**src/rtl/pl_hazard_pkg.sv**
```systemverilog
// Shared types and constants for the pipeline hazard controller and its
// multiply/divide occupancy timer.
package pl_hazard_pkg;

    localparam int MD_CNT_W = 6;

    typedef enum logic {
        IDLE = 1'b0,
        BUSY = 1'b1
    } md_state_t;

    // Occupancy of N cycles is counted N-1 down to 0 while in BUSY.
    function automatic logic [MD_CNT_W-1:0] md_load(input int unsigned lat);
        return MD_CNT_W'(lat - 1);
    endfunction

endpackage

```
**src/rtl/pl_muldiv_timer.sv**
```systemverilog
// Multiply/divide occupancy timer: IDLE/BUSY FSM with a 6-bit down-counter.
// busy is high for exactly MUL_LAT or DIV_LAT cycles after a start in IDLE.
module pl_muldiv_timer
    import pl_hazard_pkg::*;
#(
    parameter int unsigned MUL_LAT = 4,
    parameter int unsigned DIV_LAT = 32
) (
    input  logic clk,
    input  logic rst,
    input  logic start,
    input  logic is_div,
    output logic busy
);

    localparam logic [MD_CNT_W-1:0] MUL_LOAD = md_load(MUL_LAT);
    localparam logic [MD_CNT_W-1:0] DIV_LOAD = md_load(DIV_LAT);

    md_state_t             state_q, state_d;
    logic [MD_CNT_W-1:0]   cnt_q, cnt_d;

    always_ff @(posedge clk or posedge rst) begin
        if (rst) begin
            state_q <= IDLE;
            cnt_q   <= '0;
        end else begin
            state_q <= state_d;
            cnt_q   <= cnt_d;
        end
    end

    // A start while BUSY is dropped; the running operation is never restarted.
    always_comb begin
        state_d = state_q;
        cnt_d   = cnt_q;
        case (state_q)
            IDLE: begin
                if (start) begin
                    state_d = BUSY;
                    cnt_d   = is_div ? DIV_LOAD : MUL_LOAD;
                end
            end
            BUSY: begin
                if (cnt_q == '0) begin
                    state_d = IDLE;
                end else begin
                    cnt_d = cnt_q - 1'b1;
                end
            end
            default: begin
                state_d = IDLE;
                cnt_d   = '0;
            end
        endcase
    end

    assign busy = (state_q == BUSY);

endmodule

```
**src/rtl/pl_hazard_control.sv**
```systemverilog
// Pipeline stall/flush control: load-use and mult/div (HI/LO) hazards, taken-branch flush.
// Macro PL_MULDIV_EN enables the mult/div occupancy timer and its hazard.
module pl_hazard_control
    import pl_hazard_pkg::*;
#(
    parameter int unsigned MUL_LAT = 4,
    parameter int unsigned DIV_LAT = 32
) (
    input  logic       clk,
    input  logic       rst,
    input  logic [4:0] ID_rs,
    input  logic [4:0] ID_rt,
    input  logic       ID_uses_rt,
    input  logic       ID_reads_hilo,
    input  logic       ID_md_op,
    input  logic [4:0] ID_EX_rt,
    input  logic       ID_EX_mem_read,
    input  logic       EX_branch_taken,
    input  logic       EX_md_start,
    input  logic       EX_md_is_div,
    output logic       pc_write,
    output logic       IF_ID_write,
    output logic       IF_ID_flush,
    output logic       ID_EX_flush,
    output logic       md_busy
);

    logic load_use;
    logic md_hazard;
    logic md_busy_w;

    // Register 0 is hard-wired zero, so a load to it never creates a dependency.
    assign load_use = ID_EX_mem_read && (ID_EX_rt != 5'd0) &&
                      ((ID_EX_rt == ID_rs) || (ID_uses_rt && (ID_EX_rt == ID_rt)));

`ifdef PL_MULDIV_EN
    pl_muldiv_timer #(
        .MUL_LAT (MUL_LAT),
        .DIV_LAT (DIV_LAT)
    ) u_muldiv_timer (
        .clk    (clk),
        .rst    (rst),
        .start  (EX_md_start),
        .is_div (EX_md_is_div),
        .busy   (md_busy_w)
    );

    assign md_hazard = md_busy_w && (ID_reads_hilo || ID_md_op);
`else
    logic unused_md;

    assign md_busy_w = 1'b0;
    assign md_hazard = 1'b0;
    assign unused_md = ^{clk, ID_reads_hilo, ID_md_op, EX_md_start, EX_md_is_div};
`endif

    // Taken branch outranks any stall: the stalled ID instruction is on the wrong path.
    always_comb begin
        pc_write    = 1'b1;
        IF_ID_write = 1'b1;
        IF_ID_flush = 1'b0;
        ID_EX_flush = 1'b0;
        if (rst) begin
            pc_write    = 1'b0;
            IF_ID_write = 1'b0;
            IF_ID_flush = 1'b1;
            ID_EX_flush = 1'b1;
        end else if (EX_branch_taken) begin
            IF_ID_flush = 1'b1;
            ID_EX_flush = 1'b1;
        end else if (load_use || md_hazard) begin
            pc_write    = 1'b0;
            IF_ID_write = 1'b0;
            ID_EX_flush = 1'b1;
        end
    end

    assign md_busy = md_busy_w;

endmodule

```
**config.mk**
```make
export PLATFORM = sky130hd
export DESIGN_NAME = pl_hazard_control
export DESIGN_NICKNAME = d
export VERILOG_FILES = /design/src/rtl/pl_hazard_pkg.sv /design/src/rtl/pl_muldiv_timer.sv /design/src/rtl/pl_hazard_control.sv
export SDC_FILE = /design/constraint.sdc
export NUM_CORES = 1
export LEC_CHECK = 0
export CELL_PAD_IN_SITES_DETAIL_PLACEMENT = 0
export CELL_PAD_IN_SITES_GLOBAL_PLACEMENT = 1
export CORE_AREA = 3 3 40 42
export DETAILED_ROUTE_END_ITERATION = 10
export DIE_AREA = 0 0 43 45
export DONT_BUFFER_PORTS = 1
export PLACE_DENSITY = 0.33
export SLEW_MARGIN = 15
export SYNTH_ARGS = -nofsm -noshare
export SYNTH_HDL_FRONTEND = slang
export SYNTH_HIERARCHICAL = 1
export SYNTH_SLANG_ARGS = --single-unit
```
**constraint.sdc**
```tcl
create_clock -name vclk -period 1.1
set_input_delay 0.11 -clock vclk [all_inputs]
set_output_delay 0.11 -clock vclk [all_outputs]
set_load 0.01 [all_outputs]
```
# ---- Yosys cells after proc, flatten, opt, wreduce, memory -nomap -nowiden
# Index checks and enable logic that the tools add are counted.
dict set report totals {
  ff_bits 0
  inputBits 24
  out_inout_bits 5
  wordCells 15
}
dict set report classes {
  eq_ne 2
  mux 8
  reduce_logical 5
}
# operator n
set ops {}
lappend ops {{$eq A5 B5 Y1} 2}
lappend ops {{$mux W1} 8}
lappend ops {{$reduce_bool A5 Y1} 1}
lappend ops {{$logic_and A1 B1 Y1} 3}
lappend ops {{$logic_or A1 B1 Y1} 1}

# ---- Depth between registers and ports, before layout
dict set report depth {
  depth_word 7
  ltp_mapped 5
  depth_no_buf 4
}

# ---- Least setup slack after synthesis
# OpenSTA, ideal clock, no wires.
dict set report synth_path {
  path_kind {input to output}
  startpoint {input port ID_EX_rt[4]}
  endpoint {output port pc_write}
  arrival_time_ns 1.129
  required_ns 0.990
  setup_slack_ns -0.139
  cell_stages 5
  path_buffers 1
  cell_sequence {xor2_1 nor4_2 a32oi_1 o31a_1 buf_4}
}
dict set report synth_via {
  elab_chain_cells 7
  word_cells_on_any_way 10
  cone_classes {eq/ne: 2; mux: 3; reduce/logical: 5}
}
# element line
set synth_rtl {}
lappend synth_rtl {{start, declared} pl_hazard_control.sv:16} ;# input logic [4:0] ID_EX_rt,
lappend synth_rtl {{$eq A5 B5 Y1} pl_hazard_control.sv:34} ;# ((ID_EX_rt == ID_rs) || (ID_uses_rt && (ID_EX_rt == ID_rt)));
lappend synth_rtl {{$logic_and A1 B1 Y1} pl_hazard_control.sv:34}
lappend synth_rtl {{$logic_or A1 B1 Y1} pl_hazard_control.sv:34}
lappend synth_rtl {{$logic_and A1 B1 Y1 *} pl_hazard_control.sv:33} ;# assign load_use = ID_EX_mem_read && (ID_EX_rt != 5'd0) &&
lappend synth_rtl {{$mux W1 * (3 in a row)} --}
lappend synth_rtl {{end, declared} pl_hazard_control.sv:21} ;# output logic pc_write,
# Every way passes the cells marked *; elsewhere a longest branch is shown, timed or not.

# ---- Worst setup path in the final report
dict set report layout_path {
  startpoint {input port ID_EX_rt[3]}
  endpoint {output port pc_write}
}
# Same word-level chain as after synthesis.

==> metrics.cfg <==
[detailed_routing]
drt-total-wl_microns = 491
route.detailed.drc = 0
drt_iter0_markers = 0
wl_per_cell_microns = 13.64
via_count = 146
via_per_inst = 4.056
drt_pass1_iterations = 1
ant_nets = 0

[layout]
syn2layout_area_growth_pct = 15.00
clock_buffers = 0
fin_nets = 47
layout-drive-gt1-share_pct = 23.81
seq_area_sq_um = 0
antennaDiodeCount = 0
n_sequential_cell = 0

[worst_setup_path]
cp-end-kind = output pin
path_cells = or4_4, o21ai_4, o31a_1
crit_slowest_cell = or4_4
arrival_ns = 1.06
criticalPathCategory = input port to output pin
cp.required_ns = 0.99
crit_fanout = 3
cpPeakStageDelay_ns = 0.53
start_kind = input port

[floorplanning]
io-pin-count = 29
fp-row-count = 13
initial_core_util_pct = 13.63
die_area_sq_um = 1935
die_y_microns = 45
dieWidth_microns = 43
core_area_sq_um = 1285

[synth]
netlist_area_sq_um = 175.2
syn-num-nets = 47
ys.warnings.count = 6
ys_seq_area_share_pct = 0
syn_inst = 23
syn_avg_cell_area_sq_um = 7.616
yosysUniqueCellTypes = 14

[outcome]
run_status = finished, violations left
failed_checks = setup timing

[sta]
timing.fmax_mhz = 851.2
setup_viol = 2
finalMaxSlewViolations = 0
rsz0062_at_grt = yes
post-route-period-util_pct = 106.8
min_period_ns = 1.175
fin_tns_setup_ns = -0.1494
layout_setup_ws_ns = -0.07477
hold_viol_final = 0

[power]
p_comb_share_pct = 100.0
p_clk_share_pct = 0
p_int_mw = 0.02970
swShare_pct = 48.75
p_switching_mw = 0.02825
power.density_nw_per_um2 = 287.7
power_leakage_nw = 0.06659
p_seq_share_pct = 0
peakVddDrop_uv = 39.91

[global_routing]
grt_use_met2_pct = 9.581
met1_usage_pct = 4.286
gr-max-usage-layer = met2
grt_pass1_vias = 160
grt_max_degree = 4
track_usage_pct = 4.561
antenna_found_initial = 0
use_met3_pct = 1.992
grt_pass1_wl_microns = 683
grt_overflow = 0

[place]
hpwl_microns = 467.6
place_congestion = 0.5927
portBuffers = 0
dp_worst_setup_slack_ns = -0.1124

[run]
cap_violations = 0

[clocking]
hold_buffers = 0

[min_path]
hold_path_class = input port to output pin

## logic make-up (layout without fill, tap and decap cells)
family / count (synthesis) / count (layout) / synth area share, %
xor+xnor: 10 / 10 / 50.00
simple gates: 5 / 5 / 20.00
compound gates: 4 / 4 / 17.14
buf+inv: 3 / 1 / 10.71
other cells: 1 / 1 / 2.141
## metal layers
layer / vias to the layer above / part of all wire [%]
li1: 71 / -
met1: 64 / 34
met2: 11 / 51
met3: 0 / 15
met4: 0 / 0
met5: - / 0
## final cells by class
cell class                 instances  area (sq um)
fill                             148          1084
multi-input combinational         20         178.9
tap                               15         18.77
inverter                           1         3.754
## power groups by stage
stage	Clock [mW]	Sequential (mW)	Combinational (mW)
after floorplan	0	0	0.0532
after global placement	0	0	0.0548
after detailed placement	0	0	0.0547
after CTS	0	0	0.0566
after global routing	0	0	0.0648
final	0	0	0.0579
## stage by stage
stage / power [mW] / std cells / area (sq um) / utilization, % / hold WS, ns
after floorplan: 0.05321 / 23 / 175.2 / - / 0.3310
after global placement: 0.05476 / 36 / 178.9 / 13.92 / 0.3396
after detailed placement: 0.05473 / 36 / 178.9 / 13.92 / 0.3419
after CTS: 0.05661 / 36 / 186.4 / 14.51 / 0.3406
after global routing: 0.06481 / 36 / 201.4 / 15.68 / 0.3401
final: 0.05795 / 36 / 201.4 / 15.68 / 0.3389
## cell usage after synthesis (all sizes together)
master	count	area, sq um
o31a	1	8.760
nor4	1	12.51
inv	1	3.750
a32oi	1	8.760
buf	2	15.01
nor2	1	3.750
or2	1	6.260
xnor2	1	8.760
xor2	9	78.83
nor3	1	5.000
o21bai	1	7.510
or4	1	7.510
o21ai	1	5.000
conb	1	3.750
## path summary, 6_finish.rpt
check,start,end,slack [ns],cells past startpoint
min,rst,IF_ID_flush,0.34,1
max,ID_EX_rt[3],pc_write,-0.07,3
## critical path: cells and delay by family
kind            cells  cell delay [ns]
compound gates      2             0.42
simple gates        1             0.53
## cells in the final DEF (no fill, tap or decap)
| cell | instances |
|---|---|
| xor2_2 | 1 |
| o21ai_4 | 1 |
| o31a_1 | 1 |
| or2_2 | 1 |
| nor4_2 | 1 |
| xor2_1 | 8 |
| xnor2_1 | 1 |
| inv_1 | 1 |
| nor3_1 | 1 |
| o21bai_1 | 1 |
| conb_1 | 1 |
| nor2_1 | 1 |
| a32oi_1 | 1 |
| or4_4 | 1 |
## what timing repair did
action,4_1_cts,5_1_grt
setup buffers,0,0
setup endpoints to repair,2,3
pin swaps,3,4
gates resized for setup,2,2
Power figures use the tool's default switching activity.
